<file path="src/rtl/status_flag_if.sv">
// Flag-unit bus: EXE-stage flag sources in, {N,Z,C,V} status and shadow out.
// The master drives the sources; the slave (status_flag_unit) drives the status.
interface status_flag_if;
    logic        s_en;
    logic        freeze;
    logic [1:0]  op_class;
    logic [31:0] a;
    logic [31:0] b;
    logic [31:0] result;
    logic        carry_out;
    logic        shift_carry;
    logic        wr_en;
    logic [3:0]  wr_data;
    logic        save;
    logic        restore;
    logic [3:0]  sr;
    logic [3:0]  sr_next;
    logic        sr_upd;
    logic [3:0]  shadow;

    modport master (
        output s_en, freeze, op_class, a, b, result, carry_out, shift_carry,
        output wr_en, wr_data, save, restore,
        input  sr, sr_next, sr_upd, shadow
    );

    modport slave (
        input  s_en, freeze, op_class, a, b, result, carry_out, shift_carry,
        input  wr_en, wr_data, save, restore,
        output sr, sr_next, sr_upd, shadow
    );
endinterface

</file>
<file path="src/rtl/status_flag_unit.sv">
// Status register {N,Z,C,V} with ALU flag generation, direct write and forwarding.
// Define STATUS_SHADOW_EN to enable the save/restore shadow copy of the flags.
module status_flag_unit (
    input  logic         clk,
    input  logic         rst,
    status_flag_if.slave bus
);

    localparam logic [1:0] OP_LOGIC = 2'b00;
    localparam logic [1:0] OP_ADD   = 2'b01;
    localparam logic [1:0] OP_SUB   = 2'b10;
    localparam logic [1:0] OP_NZ    = 2'b11;

    // Flags produced by the EXE-stage instruction; cur supplies retained C/V.
    function automatic logic [3:0] gen_flags(
        input logic [1:0] op,
        input logic       a31,
        input logic       b31,
        input logic       r31,
        input logic       r_zero,
        input logic       co,
        input logic       sc,
        input logic [3:0] cur
    );
        logic c_s;
        logic v_s;
        c_s = cur[1];
        v_s = cur[0];
        case (op)
            OP_LOGIC: begin
                c_s = sc;
                v_s = cur[0];
            end
            OP_ADD: begin
                c_s = co;
                v_s = (a31 == b31) && (r31 != a31);
            end
            OP_SUB: begin
                c_s = co;
                v_s = (a31 != b31) && (r31 != a31);
            end
            OP_NZ: begin
                c_s = cur[1];
                v_s = cur[0];
            end
            default: begin
                c_s = cur[1];
                v_s = cur[0];
            end
        endcase
        return {r31, r_zero, c_s, v_s};
    endfunction

    logic [3:0] sr_q;
    logic [3:0] sr_d;
    logic       upd_q;
    logic       upd_d;
    logic [3:0] shadow_q;
    logic [3:0] shadow_d;
    logic       save_act_s;
    logic       restore_act_s;
    logic [3:0] alu_flags_s;
    logic       unused_opnd_s;

    assign unused_opnd_s = ^{bus.a[30:0], bus.b[30:0]};

    assign alu_flags_s = gen_flags(bus.op_class, bus.a[31], bus.b[31], bus.result[31],
                                   (bus.result == 32'h0000_0000), bus.carry_out,
                                   bus.shift_carry, sr_q);

`ifdef STATUS_SHADOW_EN
    assign save_act_s    = bus.save;
    assign restore_act_s = bus.restore;

    // Shadow copy register
    always_ff @(posedge clk) begin
        if (rst) begin
            shadow_q <= 4'b0000;
        end else begin
            shadow_q <= shadow_d;
        end
    end
`else
    logic [3:0] unused_shadow_s;
    logic       unused_strobe_s;

    assign save_act_s      = 1'b0;
    assign restore_act_s   = 1'b0;
    assign shadow_q        = 4'b0000;
    assign unused_shadow_s = shadow_d;
    assign unused_strobe_s = bus.save ^ bus.restore;
`endif

    // Next-state selection: rst > freeze > restore > wr_en > s_en > hold
    always_comb begin
        sr_d     = sr_q;
        shadow_d = shadow_q;
        upd_d    = 1'b0;
        if (rst) begin
            sr_d     = 4'b0000;
            shadow_d = 4'b0000;
            upd_d    = 1'b0;
        end else if (bus.freeze) begin
            sr_d     = sr_q;
            shadow_d = shadow_q;
            upd_d    = 1'b0;
        end else begin
            // Shadow captures sr as it was before this edge, so save+restore swaps.
            if (save_act_s) begin
                shadow_d = sr_q;
            end else begin
                shadow_d = shadow_q;
            end
            if (restore_act_s) begin
                sr_d  = shadow_q;
                upd_d = 1'b1;
            end else if (bus.wr_en) begin
                sr_d  = bus.wr_data;
                upd_d = 1'b1;
            end else if (bus.s_en) begin
                sr_d  = alu_flags_s;
                upd_d = 1'b1;
            end else begin
                sr_d  = sr_q;
                upd_d = 1'b0;
            end
        end
    end

    // Status register and update pulse
    always_ff @(posedge clk) begin
        if (rst) begin
            sr_q  <= 4'b0000;
            upd_q <= 1'b0;
        end else begin
            sr_q  <= sr_d;
            upd_q <= upd_d;
        end
    end

    assign bus.sr      = sr_q;
    assign bus.sr_next = sr_d;
    assign bus.sr_upd  = upd_q;
    assign bus.shadow  = shadow_q;

endmodule

</file>
<file path="src/flat_wrapper.sv">
// flat-port wrapper written by rule: the top's interface ports become plain ports
module status_flag_unit_flat 
  (clk, rst, bus_s_en, bus_freeze, bus_op_class, bus_a, bus_b, bus_result, bus_carry_out, bus_shift_carry, bus_wr_en, bus_wr_data, bus_save, bus_restore, bus_sr, bus_sr_next, bus_sr_upd, bus_shadow);
  status_flag_if bus_i ();
  input  logic clk;
  input  logic rst;
  input wire logic [$bits(bus_i.s_en)-1:0] bus_s_en;
  input wire logic [$bits(bus_i.freeze)-1:0] bus_freeze;
  input wire logic [$bits(bus_i.op_class)-1:0] bus_op_class;
  input wire logic [$bits(bus_i.a)-1:0] bus_a;
  input wire logic [$bits(bus_i.b)-1:0] bus_b;
  input wire logic [$bits(bus_i.result)-1:0] bus_result;
  input wire logic [$bits(bus_i.carry_out)-1:0] bus_carry_out;
  input wire logic [$bits(bus_i.shift_carry)-1:0] bus_shift_carry;
  input wire logic [$bits(bus_i.wr_en)-1:0] bus_wr_en;
  input wire logic [$bits(bus_i.wr_data)-1:0] bus_wr_data;
  input wire logic [$bits(bus_i.save)-1:0] bus_save;
  input wire logic [$bits(bus_i.restore)-1:0] bus_restore;
  output wire logic [$bits(bus_i.sr)-1:0] bus_sr;
  output wire logic [$bits(bus_i.sr_next)-1:0] bus_sr_next;
  output wire logic [$bits(bus_i.sr_upd)-1:0] bus_sr_upd;
  output wire logic [$bits(bus_i.shadow)-1:0] bus_shadow;
  assign bus_i.s_en = bus_s_en;
  assign bus_i.freeze = bus_freeze;
  assign bus_i.op_class = bus_op_class;
  assign bus_i.a = bus_a;
  assign bus_i.b = bus_b;
  assign bus_i.result = bus_result;
  assign bus_i.carry_out = bus_carry_out;
  assign bus_i.shift_carry = bus_shift_carry;
  assign bus_i.wr_en = bus_wr_en;
  assign bus_i.wr_data = bus_wr_data;
  assign bus_i.save = bus_save;
  assign bus_i.restore = bus_restore;
  assign bus_sr = bus_i.sr;
  assign bus_sr_next = bus_i.sr_next;
  assign bus_sr_upd = bus_i.sr_upd;
  assign bus_shadow = bus_i.shadow;
  status_flag_unit u_core (.clk(clk), .rst(rst), .bus(bus_i));
endmodule
</file>
<file path="config.mk">
export PLATFORM = sky130hd
export DESIGN_NAME = status_flag_unit_flat
export DESIGN_NICKNAME = d
export VERILOG_FILES = /design/src/rtl/status_flag_if.sv /design/src/rtl/status_flag_unit.sv /design/src/flat_wrapper.sv
export SDC_FILE = /design/constraint.sdc
export NUM_CORES = 1
export LEC_CHECK = 0
export CORE_MARGIN = 2
export CORE_UTILIZATION = 17
export CTS_CLUSTER_DIAMETER = 40
export DETAILED_ROUTE_END_ITERATION = 10
export PLACE_DENSITY = 0.9
export SETUP_SLACK_MARGIN = 0.02
export SLEW_MARGIN = 10
export SYNTH_ARGS = -nofsm -noshare
export SYNTH_HDL_FRONTEND = slang
export SYNTH_SLANG_ARGS = --single-unit
export TNS_END_PERCENT = 100
</file>
<file path="constraint.sdc">
create_clock -name clk -period 2.27 [get_ports clk]
set_input_delay 0.3405 -clock clk [delete_from_list [all_inputs] [get_ports clk]]
set_output_delay 0.3405 -clock clk [all_outputs]
set_load 0.02 [all_outputs]
</file>
Word level (Yosys, flattened, before mapping)
Index checks and enable logic that the tools add are counted.
{"block": "totals", "ff_bits": 5, "latchBits": 0, "mem_bits_rw": 0, "rom_bits": 0, "input_bits": 111, "output_inout_bits": 13, "elab_cells": 23, "mem_count": 0}
{"block": "op_classes", "add_sub_neg": 0, "multipliers": 0, "div": 0, "magnitude_cmp": 0, "eq_ne": 6, "shifts": 0, "mux": 8, "bitwise": 0, "n_reduce_logical": 7}
{"operator": "logical NOT 32 bit", "count": 1}
{"operator": "two-way mux 4 bit", "count": 4}
{"operator": "one-hot mux 1 bit (3 select lines)", "count": 2}
{"operator": "OR reduction 2 bit", "count": 3}
{"operator": "equality test 2 bit, second input constant", "count": 2}
{"operator": "equality test 2 x 1 -> 1 bit, second input constant", "count": 1}
{"operator": "logical AND 1 bit", "count": 2}
{"operator": "logical NOT 2 bit", "count": 1}
{"operator": "two-way mux 1 bit", "count": 2}
{"operator": "inequality test 1 bit", "count": 2}
{"operator": "equality test 1 bit", "count": 1}

Longest topological paths before layout
{"block": "logic_depth", "depth_word": 7, "ltp_mapped": 6, "mapped_depth_nobuf": 6}

Least setup slack after synthesis
Ideal clock, no wire load.
{"block": "synth_timing", "kind": "input to output", "start": "input port bus_op_class[0]", "end": "output port bus_sr_next[1]", "arrival_ns": 1.563, "setup_slack_ns": 0.367, "stages": 5, "n_path_buf": 0, "cell_sequence": "inv_1 -> ha_1 -> a221oi_2 -> a21o_1 -> a2111oi_2"}
{"block": "synth_between", "elab_chain_len": 7, "word_cells_on_any_way": 10, "classes_between": "eq/ne (3); mux (5); reduce/logical (2)"}
{"element": "start, declared", "line_no": "flat_wrapper.sv:9", "text": "input wire logic [$bits(bus_i.op_class)-1:0] bus_op_class;"}
{"element": "equality test 2 x 1 -> 1 bit / equality test 2 bit (equally long branches)", "line_no": "status_flag_unit.sv:29", "text": "case (op)"}
{"element": "OR reduction 2 bit (no source line)"}
{"element": "one-hot mux 1 bit (3 select lines) *", "line_no": "status_flag_unit.sv:29"}
{"element": "two-way mux 4 bit *", "line_no": "status_flag_unit.sv:120", "text": "end else if (bus.s_en) begin"}
{"element": "two-way mux 4 bit *", "line_no": "status_flag_unit.sv:117", "text": "end else if (bus.wr_en) begin"}
{"element": "two-way mux 4 bit *", "line_no": "status_flag_unit.sv:103", "text": "end else if (bus.freeze) begin"}
{"element": "two-way mux 4 bit *", "line_no": "status_flag_unit.sv:99", "text": "if (rst) begin"}
{"element": "end, declared", "line_no": "flat_wrapper.sv:20", "text": "output wire logic [$bits(bus_i.sr_next)-1:0] bus_sr_next;"}
Every way passes the cells marked *; elsewhere a longest branch is shown, timed or not.

Worst setup path after layout
{"block": "layout_timing", "start": "input port bus_freeze", "end": "output port bus_sr_next[1]"}
{"block": "layout_between", "elab_chain_len": 2}
{"element": "start, declared", "line_no": "flat_wrapper.sv:8", "text": "input wire logic [$bits(bus_i.freeze)-1:0] bus_freeze;"}
{"element": "two-way mux 4 bit", "line_no": "status_flag_unit.sv:103"}
{"element": "two-way mux 4 bit", "line_no": "status_flag_unit.sv:99"}
Every way passes these cells.

==> results.md <==
* PD cells at 323 nW/µm²
* Vias in the first global route at 759
* CP bufs+invs at 2
* CTS tree: yes
* Share of cells above drive strength 1 at 24.6%
* Minimum hold slack at 0.524 ns
* 1st-iter DRT viols at 8
* WP data arrival at 1.84 ns
* Setup WS post-layout at 0.0904 ns
* Final Max Slew Viols at 0
* Min-delay worst type: reg2reg
* Yosys Warn Count at 0
* CP top delay family: buffers and inverters
* CP max stage delay at 0.56 ns
* Max-cap violations at 0
* Outcome: finished clean
* Drt first pass iters at 2
* N_diodes at 0
* Mapped cell area at 497 µm²
* Layout Nets at 253
* DRT Wirelength at 1.81 mm
* Ranking of synthesized cells by area: dfxtp_1, nor4_1, ha_1, a2111oi_2, buf_4
* Die area at 3370 µm²
* Average detailed-routed wire length per instance at 10.7 µm
* Chip width at 58.1 µm
* Worst setup path class: in2out
* Dpl ws at -0.525 ns
* Global Route Usage Sum at 12.0%
* GP Congestion at 0.737
* Worst path required time at 1.93 ns
* Worst-Skew Late Latency at 0.24 ns
* TritonCTS Sinks at 5
* Final hold vios at 0
* Htree depth at 1
* Sequential area share after synthesis at 20.2%
* # DRC at 0
* Syn Inst Count at 63
* Worst Path Max Fanout at 6
* Via count at 768
* CTS Buffer Depth at 2
* Cell taking the most area after synthesis: dfxtp_1
* Filler cell count at 285
* Clock skew at 0 ns
* CP Capture Type: output pin
* Top cell type's share of synthesized area at 20.2%
* Syn Area/Cell at 7.88 µm²
* Final Instance Count excl. Fillers at 169
* Final period utilization at 96.0%
* Post-layout min period at 2.18 ns
* Wire length of the first global-routing pass at 3.15 mm
* Antenna Nets Post-Route at 0
* Post-synth cell types at 30
* Initial Util at 18.0%
* Finish-stage setup viols at 0
* Post-DP HPWL at 1.57 mm
* Die Y at 58.1 µm
* IO Count at 124
* Port Buffer Count at 55
* Synth-to-Final Area Change at 146%
* GRT overflow at 0
* Rows at 19
* CTS Buf Count at 3
* Largest net degree at the start of global routing at 10
* Leak at 0.496 nW
* Startpoint types: input pin
* Slowest cell on crit path: clkdlybuf4s50_1
* Max VDD drop at 231 µV
* Clk pin slew, worst setup/hold paths at 0.04 ns
* Fmax at 0.459 GHz
* DP Cell Count at 161
* Critical path cell sequence: clkdlybuf4s50_1 > or2_1 > a221oi_2 > a21o_1 > a2111oi_2 > buf_4
* Initial antenna violation count at 0
* Core Area at 2760 µm²
* FF+latch count, synth at 5
* Unrepaired setup endpoints after global routing: no
* Clock root cell: clkbuf_4
* Via density at 4.54
[placed cells by master, fill, tap and decap left out, types with 3 or more instances in the layout]
cell	Yosys	layout
dfxtp_1	5	5
clkdlybuf4s50_1	0	49
buf_4	4	20
clkbuf_4	0	3
nor2_1	7	7
nor4_1	8	8
nor3_1	3	3
conb_1	1	4
[layout make-up]
class                      instances  area [µm²]  area share (%)
clock buffer                       4        26.3            2.15
inverter                           3        11.3           0.923
multi-input combinational         52         370            30.4
sequential                         5         100            8.21
tap                               31        38.8            3.18
timing repair buffer              74         673            55.2
[logic make-up (layout without fill, tap and decap cells)]
family,count (synthesis),in the layout,share of synthesized area (%)
compound gates,13,13,22.2
xor+xnor,1,1,1.76
fa+ha+maj,3,3,7.56
buf+inv,9,81,11.3
flops,5,5,20.2
mux,1,1,2.02
other cells,1,4,0.755
simple gates,30,30,34.3
[metal layers]
| layer | global-route usage [%] | vias up | part of all wire, % |
|---|---|---|---|
| li1 | - | 379 | - |
| met1 | 13.5 | 332 | 36 |
| met2 | 21.9 | 55 | 50 |
| met3 | 3.79 | 2 | 13 |
| met4 | 2.99 | 0 | 0.83 |
| met5 | 0 | - | 0 |
[registers in the layout, indices dropped and copies added (netlist names)]
| register | count |
|---|---|
| u_core.bus.sr_upd | 1 |
| u_core.bus.sr | 4 |
[synth_stat cells]
master     n
nor4_1     8
nor2_1     7
dfxtp_1    5
buf_4      4
ha_1       3
inv_1      3
nor3_1     3
a2111oi_2  2
a21oi_1    2
a31oi_1    2
nand2b_1   2
nand3_1    2
o21ai_0    2
o32ai_1    2
a21boi_1   1
a21o_1     1
a221oi_2   1
and2b_1    1
and2b_4    1
buf_6      1
clkbuf_1   1
conb_1     1
mux2i_1    1
nand2_1    1
nand4_1    1
nand4b_1   1
nor2b_1    1
nor3b_1    1
or2_1      1
xor2_1     1
[power breakdown]
part / switching [mW] / internal (mW)
clock network: 0.0363 / 0.0665
logic: 0.0693 / 0.125
registers: 0.00337 / 0.0937
[what timing repair did]
item | 4_1_cts | 5_1_grt
hold buffers | 0 | 0
pin swaps | 3 | 0
gates cloned | 0 | 0
endpoints found under the setup margin | 4 | 2
gates resized for setup | 21 | 5
buffers inserted | 4 | 0
[worst min-delay path: cells and delay by family, from the launching register on]
kind	cells	cell delay, ns
flops	1	0.32
simple gates	2	0.15
[worst paths after layout]
check	end	depth (start not counted)	start	slack, ns
worst max-delay path	bus_sr_next[1]	6	bus_freeze	0.09
worst min-delay path	u_core.bus.sr[3]$_SDFF_PP0_	2	u_core.bus.sr[3]$_SDFF_PP0_	0.52
worst min register to register	u_core.bus.sr[3]$_SDFF_PP0_	2	u_core.bus.sr[3]$_SDFF_PP0_	0.52
worst max register to register	u_core.bus.sr[1]$_SDFF_PP0_	4	u_core.bus.sr[1]$_SDFF_PP0_	1.06
[per-stage QoR]
step	power [mW]	setup TNS (ns)	utilization, %	cell area, µm²
global route	0.422	0	44.2	1220
finish	0.394	0	44.2	1220
floorplan	0.167	0	-	508
global placement	0.290	-1.43	42.2	1160
CTS	0.399	0	44.4	1220
detailed placement	0.293	-1.51	42.2	1160
No activity file was read; power rests on OpenSTA's default activity.
